===== config.mk =====
export PLATFORM = sky130hd
export DESIGN_NAME = ibniz_scan_driver
export DESIGN_NICKNAME = d
export VERILOG_FILES = /design/src/rtl/ibniz_scan_driver_pkg.sv /design/src/rtl/ibniz_scan_driver_tag_delay.sv /design/src/rtl/ibniz_scan_driver.sv
export SDC_FILE = /design/constraint.sdc
export NUM_CORES = 1
export LEC_CHECK = 0
export ABC_AREA = 1
export BUFFER_PORTS_ARGS = -buffer_cell sky130_fd_sc_hd__buf_2
export CAP_MARGIN = 20
export CORE_MARGIN = 2
export CORE_UTILIZATION = 55
export CTS_CLUSTER_DIAMETER = 150
export CTS_CLUSTER_SIZE = 40
export DETAILED_ROUTE_END_ITERATION = 8
export GPL_TIMING_DRIVEN = 1
export PLACE_DENSITY = 0.81
export SLEW_MARGIN = 20
export SYNTH_ARGS = -nofsm -noshare
export SYNTH_HDL_FRONTEND = slang
export SYNTH_SLANG_ARGS = --single-unit
export TNS_END_PERCENT = 100

===== constraint.sdc =====
create_clock -name clk -period 2 [get_ports clk]
set_clock_uncertainty 0.05 [all_clocks]
set_input_delay 0.2 -clock clk [delete_from_list [all_inputs] [get_ports clk]]
set_output_delay 0.2 -clock clk [all_outputs]
set_load 0.02 [all_outputs]

===== src/rtl/ibniz_scan_driver_pkg.sv =====
// Shared definitions for the Ibniz scan driver: FSM states, Q16.16 constants
// and the layout of the pixel tag that travels alongside the generator.
package ibniz_scan_driver_pkg;

    typedef enum logic [1:0] {
        IDLE      = 2'd0,
        SCAN      = 2'd1,
        DRAIN     = 2'd2,
        FRAME_END = 2'd3
    } state_t;

    localparam logic [31:0] Q16_ONE       = 32'h0001_0000;
    localparam logic [31:0] Q16_MINUS_ONE = 32'hFFFF_0000;

    // Tag layout: {valid, col[11:0], row[11:0], last}
    localparam int TAG_W = 1 + 12 + 12 + 1;

    function automatic logic [TAG_W-1:0] pack_tag(input logic        valid,
                                                  input logic [11:0] col,
                                                  input logic [11:0] row,
                                                  input logic        last);
        return {valid, col, row, last};
    endfunction

endpackage


===== src/rtl/ibniz_scan_driver_tag_delay.sv =====
// Shift register of DEPTH stages, W bits wide, with shift enable and
// synchronous clear. Keeps pixel tags in step with the generator pipeline.
module ibniz_tag_delay #(
    parameter int DEPTH = 1,
    parameter int W     = 26
) (
    input  logic         clk,
    input  logic         rst,
    input  logic         en,
    input  logic [W-1:0] d,
    output logic [W-1:0] q
);

    logic [W-1:0] stages [DEPTH];

    // Shift one stage per enabled cycle; clear every stage on reset.
    always_ff @(posedge clk) begin
        if (rst) begin
            for (int i = 0; i < DEPTH; i++) begin
                stages[i] <= '0;
            end
        end else if (en) begin
            stages[0] <= d;
            for (int i = 1; i < DEPTH; i++) begin
                stages[i] <= stages[i-1];
            end
        end
    end

    assign q = stages[DEPTH-1];

endmodule


===== src/rtl/ibniz_scan_driver.sv =====
// Ibniz scan driver: raster-scans a frame in Q16.16 coordinates, feeds an
// Ibniz generator, and re-associates its results with pixel positions for a
// valid/ready pixel stream. Backpressure freezes the whole pipeline via ena.
// Optional feature: define IBNIZ_SCAN_PAUSE_EN to add a pause input that
// holds the time base at the end of each frame.
module ibniz_scan_driver
    import ibniz_scan_driver_pkg::*;
#(
    parameter int          H_RES  = 256,
    parameter int          V_RES  = 192,
    parameter int          LAT    = 1,
    parameter logic [31:0] T_STEP = 32'h0000_0400
) (
    input  logic        clk,
    input  logic        rst,
    input  logic        start,
    input  logic        cont,
`ifdef IBNIZ_SCAN_PAUSE_EN
    input  logic        pause,
`endif
    output logic        ena_out,
    output logic [31:0] T_out,
    output logic [31:0] X_out,
    output logic [31:0] Y_out,
    input  logic [31:0] V_in,
    output logic        pix_valid,
    input  logic        pix_ready,
    output logic [31:0] pix_data,
    output logic [11:0] pix_col,
    output logic [11:0] pix_row,
    output logic        pix_last,
    output logic        frame_done,
    output logic        busy
);

    localparam logic [31:0] XSTEP   = 32'h0002_0000 / H_RES;
    localparam logic [31:0] YSTEP   = 32'h0002_0000 / V_RES;
    localparam logic [11:0] COL_MAX = 12'(H_RES - 1);
    localparam logic [11:0] ROW_MAX = 12'(V_RES - 1);

    state_t             state;
    state_t             state_nxt;
    logic [11:0]        col;
    logic [11:0]        row;
    logic               adv;
    logic               at_last;
    logic               t_advance;
    logic [TAG_W-1:0]   tag_in;
    logic [TAG_W-1:0]   tag_out;

    assign adv     = ~pix_valid | pix_ready;
    assign ena_out = adv;
    assign at_last = (col == COL_MAX) && (row == ROW_MAX);

`ifdef IBNIZ_SCAN_PAUSE_EN
    assign t_advance = ~pause;
`else
    assign t_advance = 1'b1;
`endif

    // State register.
    always_ff @(posedge clk) begin
        if (rst) begin
            state <= IDLE;
        end else begin
            state <= state_nxt;
        end
    end

    // Next-state logic and tag injection; only SCAN issues valid tags.
    always_comb begin
        state_nxt = state;
        tag_in    = '0;
        case (state)
            IDLE: begin
                if (adv && start) state_nxt = SCAN;
            end
            SCAN: begin
                tag_in = pack_tag(1'b1, col, row, at_last);
                if (adv && at_last) state_nxt = DRAIN;
            end
            DRAIN: begin
                if (pix_valid && pix_ready && pix_last) state_nxt = FRAME_END;
            end
            FRAME_END: begin
                state_nxt = cont ? SCAN : IDLE;
            end
            default: state_nxt = IDLE;
        endcase
    end

    // Incremental coordinate generation and per-frame time base update.
    always_ff @(posedge clk) begin
        if (rst) begin
            col   <= '0;
            row   <= '0;
            X_out <= Q16_MINUS_ONE;
            Y_out <= Q16_MINUS_ONE;
            T_out <= '0;
        end else begin
            if (adv && state == SCAN) begin
                if (col == COL_MAX) begin
                    col   <= '0;
                    X_out <= Q16_MINUS_ONE;
                    if (row == ROW_MAX) begin
                        row   <= '0;
                        Y_out <= Q16_MINUS_ONE;
                    end else begin
                        row   <= row + 12'd1;
                        Y_out <= Y_out + YSTEP;
                    end
                end else begin
                    col   <= col + 12'd1;
                    X_out <= X_out + XSTEP;
                end
            end
            if (state == FRAME_END && t_advance) begin
                T_out <= T_out + T_STEP;
            end
        end
    end

    ibniz_tag_delay #(
        .DEPTH(LAT),
        .W    (TAG_W)
    ) u_tag_delay (
        .clk(clk),
        .rst(rst),
        .en (adv),
        .d  (tag_in),
        .q  (tag_out)
    );

    // Output stage: pair the generator result with its delayed tag.
    always_ff @(posedge clk) begin
        if (rst) begin
            pix_valid <= 1'b0;
            pix_data  <= '0;
            pix_col   <= '0;
            pix_row   <= '0;
            pix_last  <= 1'b0;
        end else if (adv) begin
            pix_valid <= tag_out[25];
            pix_data  <= V_in;
            pix_col   <= tag_out[24:13];
            pix_row   <= tag_out[12:1];
            pix_last  <= tag_out[0];
        end
    end

    assign frame_done = (state == FRAME_END);
    assign busy       = (state != IDLE);

endmodule


== Yosys cells after proc, flatten, opt, wreduce, memory -nomap -nowiden ==
Memory sizes are Yosys's and may differ from the RTL's. A register that Yosys moved wholly into a read port is not among the register bits.
Cells that the tools add are included.
Operators by class
  reduce and logical (&&, ||, !) cells: 11
  eq/ne operators: 8
  add/sub/neg operators: 5
  bitwise operators: 2
  mux-type cells: 17
Operators by type and width (count)
  adder 32 x 10 -> 32 bit (second input constant): 2
  2-to-1 mux 32 bit: 2
  2-to-1 mux 26 bit: 2
  adder 32 x 11 -> 32 bit (second input constant): 1
  OR reduction 26 bit: 1
  adder 12 x 1 -> 12 bit (second input constant): 2
  equality test 12 x 8 -> 1 bit (second input constant): 2
  2-to-1 mux 12 bit: 2
  case mux 2 bit (4 select lines): 1
  2-to-1 mux 1 bit: 7
  logical AND 1 bit: 6
  2-to-1 mux 2 bit: 3
  inequality test 2 bit (second input constant): 3
  equality test 2 bit (second input constant): 2
  AND reduction 3 bit: 1
  equality test 2 x 1 -> 1 bit (second input constant): 1
  zero test 2 bit: 1
  AND reduction 2 bit: 1
  nonzero test 2 bit: 1
  NOT 1 bit: 1
  bitwise OR 1 bit: 1
Storage, ports and cells
  RAM bits: 26
  memories kept: 1
  register bits after elaboration: 154
  bits of input ports: 37
  output and inout bits: 157
Memory list
  u_tag_delay.stages: words 1, bits a word 26, read ports 1, clocked after Yosys merged registers in 1, wr ports 1, line ibniz_scan_driver_tag_delay.sv:14  | logic [W-1:0] stages [DEPTH];

== Logic depth before layout (Yosys ltp) ==
Gate-level depths: netlist of run 1.
  depth after elaboration: 7
  mapped depth: 12
  mapped depth without buffers: 12

== Modules after synthesis ==
A second synthesis of run 1 with hierarchy kept.
Second synthesis, totals
  cells, all modules: 1237
  area total of the unflattened synthesis: 8873.5 µm²
By module, submodules not included
  ibniz_scan_driver: area each 7851.3 µm², instances 1, cells an instance 1154
  ibniz_tag_delay: area each 1022.2 µm², instances 1, cells an instance 83

== Worst setup path before layout of run 1 ==
No wires, ideal clock.
  path kind: register -> register
  start: register pix_valid (read register of u_tag_delay.stages)
  end: memory u_tag_delay.stages[0][0] (enable)
  setup time: 0.446 ns
  cell stages (with the launch flop): 5
  arrival: 1.334 ns
  data required time: 1.504 ns
  setup slack: 0.170 ns
  cell sequence: dfxtp_1 inv_1 nor2_1 buf_2 nand2_1
Between the ends
  cells in the longest elaborated chain, start to end: 7
RTL lines
  start, declared: line ibniz_scan_driver.sv:26  | output logic pix_valid,
  NOT 1 bit (*): line ibniz_scan_driver.sv:51  | assign adv = ~pix_valid | pix_ready;
  bitwise OR 1 bit (*): line ibniz_scan_driver.sv:51
  2-to-1 mux 1 bit (*): line ibniz_scan_driver_tag_delay.sv:22  | end else if (en) begin
  2-to-1 mux 1 bit (*): line ibniz_scan_driver_tag_delay.sv:18  | if (rst) begin
  2-to-1 mux 1 bit (not written as such) (*): line ibniz_scan_driver_tag_delay.sv:23  | stages[0] <= d;
  OR reduction 26 bit (no source line)
  2-to-1 mux 1 bit (no source line) (*)
  end, declared: line ibniz_scan_driver_tag_delay.sv:14
Every way passes the cells marked *; elsewhere a longest branch is shown, timed or not.

== Worst setup path after layout of run 1 ==
  start: register state[0]
  end: register col[11]
Between the ends
  cells in the longest elaborated chain, start to end: 2
RTL lines
  start, declared: line ibniz_scan_driver.sv:41  | state_t state;
  start signal, assigned: line ibniz_scan_driver.sv:66  | state <= state_nxt;
  equality test 2 x 1 -> 1 bit: line ibniz_scan_driver.sv:101  | if (adv && state == SCAN) begin
  logical AND 1 bit: line ibniz_scan_driver.sv:101
  end signal, assigned: line ibniz_scan_driver.sv:113  | col <= col + 12'd1;
  end, declared: line ibniz_scan_driver.sv:43  | logic [11:0] col;
No other way between the ends.
A chain may end at the register's enable or synchronous reset.

==> out/qor.csv, run 1 <==
metric;value;unit
gpl congestion;0.887;
clk_lat worst skew;430;ps
final max-slew violation count;0;
NumNets Final;1518;
post-route ant nets;0;
overall die height;131;um
CP Max Fanout;17;
total CTS buffers;17;
Clock Sinks;186;
synthesized instance count;1259;
Worst Path Required;2240;ps
clock slew at reported path FFs;60;ps
Clock Path Buffers;2;
Critical Path AT;2070;ps
CTS tree;built;
crit start category;register;
Detailed Place HPWL;15500;um
number of flops mapped to enable cells by yosys;26;
die width;131;um
port bufs;173;
Final Critical Period;1840;ps
die area;17100;um^2
yosys warns;0;
fmax;0.545;GHz
Area Overhead vs Synth;24.3;%
Reg2Reg Setup Slack;160;ps
Synth Flop Type;dfxtp_1;
hold_ws;153;ps
initial core utilization;0.560;
via count;8730;
initial antenna violation count;0;
Post-synth top cells;360 x nand2_1, 160 x dfxtp_1, 155 x nor2_1;
first-pass GRT wire length;35600;um
CTS root buf;clkbuf_16;
worst hold path type;in -> reg;
DR WL/cell;13.2;um
number of synthesized register bits;186;
ys async rst share;0;
DRT iter0 DRCs;627;
Setup violations, final;0;
# rows;46;
worst vdd ir;665;uV
Total GRT Usage;0.258;
register area share after synthesis;0.451;
largest area contributor in the netlist;dfxtp_1;
fin crit share;0.918;
R2R cell count;9;
Metal-1 WL;9900;um
Vias per Instance;5.13;
Power Density;866;nW/um^2
syn_area_per_cell;7.01;um^2
Synth area leaders;dfxtp_1 36%, nand2_1 15%, edfxtp_1 8.8%;
core area;15800;um^2
count leader, synth;nand2_1;
Fin. Hold Viols;0;
outcome;finished clean;
critical path class;reg -> reg;
CP Capture Type;register;
area fraction of the dominant cell type after synthesis;0.363;
H-Tree Depth;4;
hold path depth;5;
Slew HR;0.461;
final WL;22500;um
fraction of layout cells with a size suffix above 1;0.173;
maxcap violations;0;
worst slew pin tran;808;ps
IO Count;194;
drt pass-1 iters;5;
vias in the first global route;7654;
top sig layer;met4;
leak pwr;5.19;nW
Unique masters post-synth;35;
met3 WL;1480;um
met2 wire length;10700;um
Residual DRC;0;
largest net degree at the start of global routing;77;
setup_tns;0;ps
GRT Residual Overflow;0;
ANT cells;0;
Post-Syn Area;8830;um^2
==> flip-flops by register name, summed over array words and instances (netlist names) <==
| signal | cells |
|---|---|
| T_out | 22 |
| X_out | 23 |
| Y_out | 31 |
| col | 12 |
| pix_col | 12 |
| pix_data | 32 |
| pix_last | 1 |
| pix_row | 12 |
| pix_valid | 1 |
| row | 12 |
| state | 2 |
| u_tag_delay.stages | 26 |
==> final cells by class <==
cell class / instances / area [um^2]
clock buffers: 21 / 472
clock inverters: 11 / 156
flip-flops and latches: 186 / 3990
fillers: 1326 / 4790
inverters: 133 / 508
repair buffers: 234 / 1450
multi-input cells: 899 / 4130
well taps: 216 / 270
repair inverters: 1 / 7.51
==> placed cells by master, fill, tap and decap left out, types with 5 or more instances in the layout <==
master / instances
a21oi_1: 98
buf_2: 173
buf_4: 24
clkbuf_16: 18
conb_1: 20
dfxtp_1: 159
dlygate4sd3_1: 32
edfxtp_1: 26
ha_1: 6
inv_1: 131
nand2_1: 359
nand3_1: 103
nand3b_1: 12
nand4_1: 28
nor2_1: 153
nor2_4: 5
nor3_1: 35
o21ai_0: 35
xor2_1: 10
==> worst paths after layout <==
| check | from | to |
|---|---|---|
| max | state[0]$_SDFFE_PP0P_ | col[11]$_SDFFE_PP0P_ |
| max reg2reg | state[0]$_SDFFE_PP0P_ | col[11]$_SDFFE_PP0P_ |
| min reg2reg | u_tag_delay.stages[0][25]$_SDFFCE_PN0P_ | pix_valid$_SDFFE_PP0N_ |
| min | cont | state[0]$_SDFFE_PP0P_ |
==> critical path, cell delays in order (launching register included) <==
cell,delay [ps]
dfxtp_1,440
ha_2,250
nand2_4,100
buf_12,170
nor2_2,150
nand2_1,110
nor2_4,140
nand3_1,100
xor2_1,140
nor2_1,50
==> where the power goes <==
| group | total, mW | internal (mW) | switching [mW] |
|---|---|---|---|
| clock network | 3.56 | 2.10 | 1.46 |
| registers | 4.24 | 4.02 | 0.220 |
| logic | 1.71 | 0.612 | 1.10 |
| total | 9.50 | 6.72 | 2.78 |
==> cells by family (layout without fill, tap and decap cells) <==
family,Yosys count,count (layout),share of synthesized area
buffers and inverters,193,400,0.0944
other,1,20,0.000425
and+or+nand+nor,713,713,0.345
DFF,186,186,0.451
adders and majority gates,9,9,0.0128
AOI/OAI and AO/OA,143,143,0.0823
xor gates and xnor gates,14,14,0.0139
==> metal layers <==
layer | track usage | vias to the layer above
met3 | 0.0513 | 32
met5 | 0 | -
met1 | 0.336 | 3965
li1 | - | 4443
met4 | 0.0820 | 0
met2 | 0.436 | 290
==> stage by stage <==
| stage | utilization | setup slack, ps | total power, mW | cells | instance area (um^2) |
|---|---|---|---|---|---|
| global route | 0.696 | -0.494 | 9.93 | 1701 | 11000 |
| global placement | 0.631 | 15.7 | 5.86 | 1633 | 9940 |
| floorplan | - | 170 | 5.42 | 1278 | 8900 |
| CTS | 0.692 | 33.6 | 9.50 | 1700 | 10900 |
| finish | 0.696 | 164 | 9.50 | 1701 | 11000 |
| detailed placement | 0.631 | -45.8 | 5.89 | 1633 | 9940 |
==> what timing repair did <==
action	in CTS	in global routing
hold endpoints to repair	32	0
cloned	0	1
gates resized for setup	1	17
buffers inserted	3	0
hold buffers	32	0
endpoints found under the setup margin	6	50
Note: power is estimated with default switching activity, not from simulation.
==> run 2: changes to the inputs <==
- SYNTH_HIERARCHICAL: default -> 1
==> out/qor.csv, run 2 <==
metric;value;unit;change
final WL;22000;um;-2.6%
CP Max Fanout;15;;-2
initial antenna violation count;0;;unchanged
hold path depth;3;;-2
IO Count;194;;unchanged
via count;8556;;-2.0%
drt pass-1 iters;5;;unchanged
Post-synth top cells;256 x nor2_1, 234 x nand2_1, 160 x dfxtp_1;;
die area;17200;um^2;+0.48%
Post-Syn Area;8870;um^2;+0.50%
final max-slew violation count;0;;unchanged
Vias per Instance;5.13;;-0.11%
fmax;0.533;GHz;-2.1%
# rows;46;;unchanged
highest-count cells in the layout ignoring fill and taps;254 x nor2_1, 232 x nand2_1, 173 x buf_2;;
cell count after placement;1604;;-1.8%
Detailed Place HPWL;15000;um;-3.3%
Slowest-stage cell, CP;dfxtp_1;;
clock slew at reported path FFs;70;ps;about the same
H-Tree Depth;4;;unchanged
total CTS buffers;17;;unchanged
GRT Residual Overflow;0;;unchanged
ANT cells;0;;unchanged
Power Density;865;nW/um^2;about the same
Reg with most FFs;pix_data;;
area fraction of the dominant cell type after synthesis;0.361;;-0.00179
Design Power;9.49;mW;about the same
Non-Filler Instances;1669;;-1.9%
initial core utilization;0.561;;+0.000731
NumNets Final;1486;;-2.1%
hold_ws;28.4;ps;-125 ps
count leader, synth;nor2_1;;
leak pwr;5.20;nW;+0.13%
CTS root buf;clkbuf_16;;
Setup violations, final;0;;unchanged
CTS tree;built;;
crit path cell chain;ha_2 -> nand2_4 -> buf_12 -> nor3_4 -> buf_4 -> nand2_1 -> xor2_1 -> nor2_1;;
fraction of layout cells with a size suffix above 1;0.184;;+0.0114
Fin. Hold Viols;0;;unchanged
syn_area_per_cell;7.17;um^2;+2.3%
Synth Flop Type;dfxtp_1;;
number of flops mapped to enable cells by yosys;26;;unchanged
Residual DRC;0;;unchanged
gpl congestion;0.933;;+5.2%
post-route ant nets;0;;unchanged
largest net degree at the start of global routing;66;;-14%
port bufs;173;;unchanged
number of flip-flops in the largest register;32;;unchanged
maxcap violations;0;;unchanged
yosys warns;6;;+6
Total GRT Usage;0.246;;-0.0123
worst vdd ir;676;uV;+1.6%
register area share after synthesis;0.449;;-0.00223
cell family with most CP delay;simple AND/OR/NAND/NOR gates;;
CP Capture Type;register;;
number of synthesized register bits;186;;unchanged
overall die height;131;um;+0.24%
fill cell total of the finished layout;1263;;-4.8%
CP Buf/Inv Count;2;;+1
Critical Path AT;2140;ps;+70 ps
die width;131;um;+0.24%
Area Overhead vs Synth;23.7;%;
R2R cell count;8;;-1
number of cells on the critical path;8;;-1
Largest stage delay, worst path;440;ps;about the same
Worst Path Required;2270;ps;+30 ps
Final Critical Period;1870;ps;+38.9 ps
Layout Utilization;0.694;;-0.00245
Synth area leaders;dfxtp_1 36%, nor2_1 11%, nand2_1 9.9%;;
core area;15800;um^2;+0.37%
largest area contributor in the netlist;dfxtp_1;;
DRT iter0 DRCs;533;;-15%
synthesized instance count;1237;;-1.7%
Unique masters post-synth;43;;+23%
Clock Sinks;186;;unchanged
first-pass GRT wire length;34200;um;-3.8%
crit start category;register;;
clk_lat worst skew;430;ps;about the same
fin crit share;0.937;;+0.0195
most common cell after layout, fill and taps aside;nor2_1;;
outcome;finished clean;;
DR WL/cell;13.2;um;-0.69%
ys async rst share;0;;unchanged
critical path class;reg -> reg;;
worst hold path type;in -> reg;;
Clock Path Buffers;2;;unchanged
DP Area;9930;um^2;-0.10%
vias in the first global route;7586;;-0.89%
Largest regs;pix_data: 32 flops, Y_out: 31 flops, u_tag_delay/stages: 26 flops;;
post-route cell area;11000;um^2;about the same
[run 2: changes by cell type after synthesis, sizes merged, moves of 5 or more]
cell | before | now
nand3 | 105 | 87
o21ai | 39 | 87
xor2 | 10 | 15
a21oi | 98 | 48
nor2 | 161 | 267
nor3 | 37 | 31
inv | 133 | 144
nand2 | 364 | 242
[run 2: power by group]
part	switching, mW	leakage, nW	total (mW)	internal, mW
logic	1.05	3.25	1.60	0.550
clock network	1.45	0.327	3.70	2.25
registers	0.184	1.62	4.20	4.01
total	2.68	5.20	9.49	6.81
[run 2: layer usage]
layer  wire length (um)  share of wire  track usage
met1               9840           0.45        0.316
met2              10200           0.46        0.417
met3               1680          0.076       0.0489
met4                270          0.012       0.0814
met5                  0              0            0
[run 2: repair_timing]
item | CTS | global route
gates resized for setup | 0 | 17
setup buffers | 0 | 1
hold buffers | 32 | 0
setup endpoints to repair | 0 | 48
hold endpoints to repair | 32 | 0
[run 2: cell families after synthesis]
logic type	count (synthesis)	share of synthesized area
AND/OR/NAND/NOR	673	0.334
AO/OA/AOI/OAI	144	0.0835
flip-flops	186	0.449
XOR/XNOR	21	0.0207
buffers and inverters	203	0.0998
adder cells (fa/ha/maj)	9	0.0127
other	1	0.000423
[run 2: through the flow]
step | TNS [ps] | setup WS [ps]
2_1_floorplan | 0 | 177
3_3_place_gp | 0 | 190
3_5_place_dp | 0 | 104
4_1_cts | 0 | 67.8
5_1_grt | -188 | -31.5
6_report | 0 | 125
[run 2: cell type report]
class / count / area (um^2) / area share
inverter: 144 / 551 / 0.0501
tap: 216 / 270 / 0.0246
clock inverter: 12 / 180 / 0.0164
timing repair buffer: 224 / 1380 / 0.126
sequential: 186 / 3980 / 0.363
multi-input combinational: 867 / 4130 / 0.377
clock buffer: 20 / 478 / 0.0435
[run 2: path summary, 6_finish.rpt]
kind                                                              start                       end  slack (ps)
worst min register to register  u_tag_delay/stages[0][25]$_SDFFCE_PN0P_    pix_valid$_SDFFE_PP0N_         420
worst min-delay path                                            V_in[9]  pix_data[9]$_SDFFE_PP0N_          30
worst max-delay path                              state[0]$_SDFFE_PP0P_     Y_out[9]$_SDFFE_PP0P_         130
worst max register to register                    state[0]$_SDFFE_PP0P_     Y_out[9]$_SDFFE_PP0P_         130
[run 2: worst register-to-register path, delay by kind of cell (launching register included)]
family	cells	cell delay [ps]
buffers and inverters	2	380
xor gates and xnor gates	1	150
and+or+nand+nor	4	480
adders and majority gates	1	270
DFF	1	440
==> run 3: changes to the inputs <==
- GPL_TIMING_DRIVEN: 1 -> 0
==> out/qor.csv, run 3 (same netlist as run 2, synthesis figures left out) <==
metric;value;unit;change
setup_tns;0;ps;unchanged
Reg with most FFs;pix_data;;
leak pwr;5.30;nW;+1.9%
vias in the first global route;7647;;+0.80%
outcome;finished clean;;
via count;8667;;+1.3%
Hold Path Sink;pix_data[9]$_SDFFE_PP0N_;;
die area;17200;um^2;unchanged
post-route cell area;11100;um^2;+0.85%
maxcap violations;0;;unchanged
Residual DRC;0;;unchanged
initial core utilization;0.561;;unchanged
CP Capture Type;output port;;
core area;15800;um^2;unchanged
Largest stage delay, worst path;350;ps;-90 ps
Slew HR;0.527;;
DP Area;10100;um^2;+1.5%
largest net degree at the start of global routing;27;;-59%
clk_lat worst skew;420;ps;about the same
drt pass-1 iters;6;;+1
fin crit share;0.959;;+0.0220
total CTS buffers;17;;unchanged
CTS tree;built;;
Power Density;817;nW/um^2;-5.5%
H-Tree Depth;4;;unchanged
fmax;0.521;GHz;-2.3%
Clock Path Buffers;2;;unchanged
R2R Path End;Y_out[6]$_SDFFE_PP0P_;;
Total GRT Usage;0.253;;+0.00686
Setup violations, final;0;;unchanged
Critical Path AT;1670;ps;-470 ps
ANT cells;0;;unchanged
DRT iter0 DRCs;420;;-21%
Worst Path Required;1750;ps;-520 ps
CP most frequent cell;buf_2;;
Reg2Reg Setup Slack;120;ps;about the same
die width;131;um;unchanged
initial antenna violation count;0;;unchanged
number of flip-flops in the largest register;32;;unchanged
Area Overhead vs Synth;24.8;%;
fraction of layout cells with a size suffix above 1;0.194;;+0.00912
CTS root buf;clkbuf_16;;
R2R cell count;9;;+1
final WL;22700;um;+3.6%
final max-slew violation count;0;;unchanged
worst vdd ir;624;uV;-7.6%
Final Critical Period;1920;ps;+44.0 ps
port bufs;173;;unchanged
NumNets Final;1526;;+2.7%
Detailed Place HPWL;15800;um;+5.1%
critical path class;reg -> out;;
worst slew pin tran;710;ps;
DR WL/cell;13.3;um;+1.2%
# rows;46;;unchanged
worst hold path type;in -> reg;;
IO Count;194;;unchanged
crit start category;register;;
Slowest-stage cell, CP;dfxtp_1;;
hold path depth;3;;unchanged
Fin. Hold Viols;0;;unchanged
Largest regs;pix_data: 32 flops, Y_out: 31 flops, u_tag_delay/stages: 26 flops;;
first-pass GRT wire length;34900;um;+2.0%
crit path cell chain;nand2_4 -> buf_2 -> clkbuf_8 -> buf_2;;
overall die height;131;um;unchanged
CP Max Fanout;12;;-3
GRT Residual Overflow;0;;unchanged
r2r startpoint;col[1]$_SDFFE_PP0P_;;
gpl congestion;0.903;;-3.3%
Vias per Instance;5.07;;-1.1%
Clock Sinks;186;;unchanged
highest-count cells in the layout ignoring fill and taps;255 x nor2_1, 233 x nand2_1, 180 x buf_2;;
Hold Startpoint;V_in[9];;
most common cell after layout, fill and taps aside;nor2_1;;
post-route ant nets;0;;unchanged
clock slew at reported path FFs;70;ps;about the same
run 3: how the worst max path moves through the flow:
stage	from	endpoint	slack, ps	cells after the start
2_1_floorplan	pix_valid$_SDFFE_PP0N_	u_tag_delay/stages[0][0]$_SDFFCE_PN0P_	180	4
5_1_grt	state[1]$_SDFFE_PP0P_	row[6]$_SDFFE_PP0P_	-5	9
3_5_place_dp	pix_valid$_SDFFE_PP0N_	u_tag_delay/stages[0][2]$_SDFFCE_PN0P_	-130	4
3_3_place_gp	pix_valid$_SDFFE_PP0N_	u_tag_delay/stages[0][2]$_SDFFCE_PN0P_	-110	4
4_1_cts	state[0]$_SDFFE_PP0P_	Y_out[28]$_SDFFE_PP1P_	1	8
6_report	pix_valid$_SDFFE_PP0N_	ena_out	80	4
run 3: layout make-up:
| type | instances | area [um^2] |
|---|---|---|
| plain buffers | 58 | 364 |
| fillers | 1320 | 4750 |
| inverters | 144 | 546 |
| repair buffers | 206 | 1190 |
| clock buffers | 19 | 464 |
| flip-flops and latches | 186 | 3990 |
| multi-input cells | 867 | 4140 |
| clock inverters | 13 | 108 |
| well taps | 216 | 270 |
run 3: power by group:
part	total, mW	internal (mW)	switching (mW)	leakage, nW
Clock	3.23	1.73	1.50	0.276
Sequential	4.19	4.02	0.178	1.62
Combinational	1.62	0.565	1.06	3.40
Total	9.05	6.31	2.74	5.30
run 3: what timing repair did:
item / CTS / global route
hold buffers: 31 / 0
pin swaps: 0 / 2
hold endpoints to repair: 31 / 0
gates resized for setup: 7 / 24
cloned: 0 / 1
buffers inserted: 0 / 1
endpoints found under the setup margin: 62 / 68
run 3: metrics by stage:
stage          utilization  hold slack (ps)  power [mW]  std cells  setup slack, ps
2_1_floorplan            -              285        5.32       1256              177
3_3_place_gp         0.637              377        5.74       1645             -112
3_5_place_dp         0.637              377        5.77       1645             -130
4_1_cts              0.694             18.4        9.03       1707             1.21
5_1_grt              0.700             41.0        9.44       1709            -4.90
6_report             0.700             39.5        9.05       1709             81.5
run 3: critical path, delay by kind of cell, from the launching register on:
kind | cells | cell delay (ps)
buf+inv | 3 | 690
flops | 1 | 350
simple gates | 1 | 200
run 3: metal layers:
metal | global-route usage | up-vias | routed length, um
li1 | - | 4407 | -
met2 | 0.439 | 283 | 10600
met1 | 0.312 | 3947 | 10100
met4 | 0.0964 | 0 | 472
met5 | 0 | - | 0
met3 | 0.0476 | 30 | 1590
